**config.mk**
```make
export PLATFORM = sky130hd
export DESIGN_NAME = scaled_clock_gen
export DESIGN_NICKNAME = d
export VERILOG_FILES = /design/src/rtl/scaled_clock_gen.sv
export SDC_FILE = /design/constraint.sdc
export NUM_CORES = 1
export LEC_CHECK = 0
export CAP_MARGIN = 20
export CORE_MARGIN = 3
export CORE_UTILIZATION = 25
export DETAILED_ROUTE_END_ITERATION = 8
export GPL_ROUTABILITY_DRIVEN = 1
export PLACE_DENSITY = 0.49
export SKIP_CTS_REPAIR_TIMING = 1
export SYNTH_ARGS = -nofsm -noshare
export SYNTH_HDL_FRONTEND = slang
export SYNTH_SLANG_ARGS = --single-unit
export TNS_END_PERCENT = 5
```
**constraint.sdc**
```tcl
create_clock -name clock -period 6.95 [get_ports clock]
set_input_delay 1.39 -clock clock [delete_from_list [all_inputs] [get_ports clock]]
set_output_delay 1.39 -clock clock [all_outputs]
set_load 0.01 [all_outputs]
```
**src/rtl/scaled_clock_gen.sv**
```systemverilog
// Runtime-programmable clock divider producing a square or pulse output plus a period tick.
// Optional SCALEDCLK_SYNC_EN adds a sync_in port that realigns the period to an external edge.
module scaled_clock_gen #(
  parameter int WIDTH       = 16,
  parameter int DEFAULT_DIV = 100
) (
  input  logic             clock,
  input  logic             reset,
`ifdef SCALEDCLK_SYNC_EN
  input  logic             sync_in,
`endif
  input  logic             enable,
  input  logic [WIDTH-1:0] div_in,
  input  logic             div_load,
  input  logic             mode,
  output logic             div_pending,
  output logic             scaledclk,
  output logic             tick,
  output logic [WIDTH-1:0] count
);

  logic [WIDTH-1:0] counter, counter_nx;
  logic [WIDTH-1:0] period, period_nx;
  logic [WIDTH-1:0] pending, pending_nx;
  logic [WIDTH-1:0] load_val;
  logic             pend_r, pend_nx;
  logic             mode_r, mode_nx;
  logic             sclk_r, sclk_nx;
  logic             tick_r, tick_nx;
  logic             wrap, realign, apply;

`ifdef SCALEDCLK_SYNC_EN
  // Two-flop synchroniser followed by an edge-detect register; realign is the
  // synchronised rising edge and acts on the third clock edge after sync_in rises.
  logic sync_ff1, sync_ff2, sync_prev;

  always_ff @(posedge clock or posedge reset) begin
    if (reset) begin
      sync_ff1  <= 1'b0;
      sync_ff2  <= 1'b0;
      sync_prev <= 1'b0;
    end else begin
      sync_ff1  <= sync_in;
      sync_ff2  <= sync_ff1;
      sync_prev <= sync_ff2;
    end
  end

  assign realign = sync_ff2 & ~sync_prev;
`else
  assign realign = 1'b0;
`endif

  always_comb begin
    wrap     = enable && (counter == (period - WIDTH'(1)));
    apply    = wrap || realign;
    load_val = (div_in < WIDTH'(2)) ? WIDTH'(2) : div_in;

    counter_nx = counter;
    if (realign)     counter_nx = '0;
    else if (enable) counter_nx = wrap ? '0 : counter + WIDTH'(1);

    // A load on the boundary edge supersedes the older pending value, so nothing is applied.
    period_nx  = (apply && pend_r && !div_load) ? pending : period;
    pending_nx = div_load ? load_val : pending;
    pend_nx    = div_load ? 1'b1 : (apply ? 1'b0 : pend_r);
    mode_nx    = apply ? mode : mode_r;
    tick_nx    = wrap && !realign;

    sclk_nx = sclk_r;
    if (realign)      sclk_nx = 1'b0;
    else if (enable)  sclk_nx = mode_nx ? wrap : (counter_nx >= (period_nx >> 1));
  end

  always_ff @(posedge clock or posedge reset) begin
    if (reset) begin
      counter <= '0;
      period  <= WIDTH'(DEFAULT_DIV);
      pending <= '0;
      pend_r  <= 1'b0;
      mode_r  <= 1'b0;
      sclk_r  <= 1'b0;
      tick_r  <= 1'b0;
    end else begin
      counter <= counter_nx;
      period  <= period_nx;
      pending <= pending_nx;
      pend_r  <= pend_nx;
      mode_r  <= mode_nx;
      sclk_r  <= sclk_nx;
      tick_r  <= tick_nx;
    end
  end

  assign count       = counter;
  assign div_pending = pend_r;
  assign scaledclk   = sclk_r;
  assign tick        = tick_r;

endmodule

```
==> summary.md <==
| Metric | Value |
|---|---|
| Largest net degree at the start of global routing | 53 |
| Layout cells sized above 1 | 0.142 |
| Synth cell count leaders | dfrtp_1 (49), nor2_1 (29), xor2_1 (19) |
| Clk buf depth | 2 |
| Sequential power share | 0.366 |
| Leak Pwr | 1.79 nW |
| Max-cap violations | 0 |
| Total number of vias | about 2,500 |
| Filler instances | ~1,300 |
| Power Internal | between 0.7 and 0.8 mW |
| Power Density | ~320 nW/um^2 |
| Initial antenna violation count | 0 |
| TritonCTS sink count | 52 |
| Mapped Area | 3350 sq um |
| Cell family with most CP delay | compound AO/OA/AOI/OAI gates |
| Worst-Margin Slew | 0.783 ns |
| Synth Flop Type | dfrtp_1 |
| Row count | 41 |
| Most frequent cell after synthesis | dfrtp_1 |
| Synth Instances | 321 |
| H-tree Lvls | 2 |
| Antenna cell count | 0 |
| Fmax achieved | 182 MHz |
| Crit-path max cell delay | between 0.7 and 0.8 ns |
| CTS root buffer | clkbuf_16 |
| Syn_area_per_cell | approximately 10 sq um |
| Sequential share of the synthesized area | 0.389 |
| Relative slew margins | 0.478 |
| Worst setup SP type | primary input |
| IO Port Bufs | 39 |
| Residual DRC | 0 |
| Final hold slack | 0.529 ns |
| Synth warn | 0 |
| Die Area | roughly 15,000 sq um |
| Period utilization | 0.791 |
| Drt first pass iters | 4 |
| Crit path required time | around 7.1 ns |
| Hold WC Path Type | flip-flop to flip-flop |
| CP Max Fanout | 20 |
| Psw | 0.510 mW |
| Unique masters post-synth | 55 |
| Vias in the first global route | 2,583 |
| Clock share of power | 0.197 |
| Clock transition at the registers of the reported paths | 0.07 ns |
| Setup violators final | 0 |
| Worst path arrival time | 5.63 ns |
| Syn nets | 359 |
| RSZ-0062 raised after global routing | false |
| Top-area cell type share of the netlist area | 0.366 |
| CP Capture Type | flip-flop |
| Worst path cell trace | clkdlybuf4s50_1 > nand4_1 > or4_4 > a2111oi_4 > and3_1 > nor2_1 > ha_1 > a2111oi_0 > o21ai_0 > a221oi_1 > o21ai_0 > a221oi_1 > a211oi_1 |
| Total negative slack | 0 ns |
| Setup CP Type | primary input to flip-flop |
| Area growth from synthesis to layout | 20.5% |
| Die height | 122 um |
| Nets | between 300 and 400 |
| Sw frac | 0.393 |
| I/O pins | 40 |
| Clock Latency Late Sink | approximately 0.29 ns |
| Routability cong. | 0.812 |
| Crit path max-delay cell type | and3_1 |
| Final Slew Violations | 0 |
| Detail Placement HPWL | 6560 um |
| Yosys reg bits | 52 |
| Final wirelength | 8710 um |
| Crit path buffers/inverters | 1 |
| VDD IR-drop max | 0.119 mV |
| Starting Density | 0.260 |
| Status | complete, no violations |
| Final Hold Viols | 0 |
| Gr ovfl total | 0 |
| Initial drt markers | between 150 and 200 |
| Core ar. | 12,900 sq um |
| Drt wl/cell | about 17 um |
| Min cycle time layout | 5.50 ns |
| Post-synth ARST share | 1.00 |
| Global-route wire length before repair | 14,300 um |
| TritonCTS buffer count | 5 |
| CTS tree | yes |
| Dominant cell type by area after synthesis | dfrtp_1 |
| Vias per cell | 4.81 |
| Global-route usage over all layers | 0.123 |
| Antenna Nets Post-Route | 0 |
| Clock skew | between 0.005 and 0.006 ns |
| Logic pwr share | 0.437 |
| Synth area leaders | dfrtp_1 (37%), mux2_4 (6.7%), ha_1 (6.3%), xor2_1 (5.0%), mux2_2 (4.7%) |
| EDFF count, synth | 0 |
| Die Span X | 122 um |
per-layer routing:
| metal | GRT usage | vias up | part of all wire |
|---|---|---|---|
| li1 | - | 1230 | - |
| met1 | 0.181 | 1255 | 0.50 |
| met2 | 0.189 | 39 | 0.45 |
| met3 | 0.0204 | 2 | 0.046 |
| met4 | 0.0252 | 0 | 0.0053 |
| met5 | 0 | - | 0 |
tightest hold or removal path, cell delays in order, from the launching register on:
cell and delay, ns:
dfrtp_1 0.32, inv_1 0.05, mux2i_1 0.11
flip-flops by register name (all words and copies together), names as in the netlist:
register     count
count           16
div_pending      1
mode_r           1
pending         16
period          16
scaledclk        1
tick             1
per-stage QoR:
stage	utilization	total power, mW	instance area (sq um)	worst slack (ns)	cells
final	0.314	1.30	4040	1.45	525
after global routing	0.314	1.40	4040	1.18	525
after CTS	0.314	1.31	4040	1.42	525
after detailed placement	0.302	1.04	3890	1.12	517
after global placement	0.302	1.04	3890	1.16	517
after floorplan	-	0.872	3350	2.21	321
worst paths after layout:
check | startpoint | end | slack [ns] | depth (start not counted)
max in group asynchronous | reset | count[5]$_DFF_PP0_ | 4.88 | 3
min in group asynchronous | reset | pending[12]$_DFFE_PP0P_ | 1.62 | 3
min reg2reg | pending[0]$_DFFE_PP0P_ | period[0]$_DFFE_PP0N_ | 0.53 | 2
max | enable | scaledclk$_DFFE_PP0P_ | 1.45 | 13
min | pending[0]$_DFFE_PP0P_ | period[0]$_DFFE_PP0N_ | 0.53 | 2
max reg2reg | period[0]$_DFFE_PP0N_ | scaledclk$_DFFE_PP0P_ | 1.71 | 16
cells in the final DEF (no fill, tap or decap), types with 2 or more instances in the layout:
cell type and n:
nand4_1 12, nor3_1 6, and2_1 2, o21ai_0 11, mux2_4 15, clkbuf_16 5
and3_1 2, clkdlybuf4s50_1 39, nand2_1 17, dfstp_2 3, mux2i_1 15, o22a_1 2
mux2_2 14, nor2_1 29, nand3_1 10, ha_1 17, a211oi_1 2, dfrtp_1 49
buf_4 3, a21oi_1 6, nor4_1 6, a21o_1 2, nand3b_1 3, inv_1 8
xor2_1 19, a221oi_1 2, nand2b_1 6, a2111oi_0 2, xnor2_1 15, nor3b_1 2
or4_1 2
power by group through the flow:
stage          logic, mW  registers (mW)  clock network (mW)
2_1_floorplan      0.440           0.432                   0
3_3_place_gp       0.560           0.477                   0
3_5_place_dp       0.565           0.479                   0
4_1_cts            0.570           0.474               0.265
5_1_grt            0.633           0.492               0.275
6_report           0.567           0.475               0.255
cell type report:
class | count | area, sq um | share of cell area
clock buffers | 7 | 143 | 0.0353
clock inverters | 1 | 7.51 | 0.00186
inverters | 9 | 33.8 | 0.00836
multi-input cells | 242 | 1920 | 0.476
flip-flops and latches | 52 | 1310 | 0.323
well taps | 172 | 215 | 0.0533
repair buffers | 42 | 413 | 0.102
logic make-up (layout without fill, tap and decap cells):
logic type / after synthesis / count (layout) / share of synthesized area
simple gates: 106 / 106 / 0.170
flops: 52 / 52 / 0.389
mux: 44 / 44 / 0.159
compound gates: 41 / 41 / 0.0926
xor+xnor: 34 / 34 / 0.0889
buf+inv: 27 / 59 / 0.0370
fa+ha+maj: 17 / 17 / 0.0635
Power figures use the tool's default switching activity.
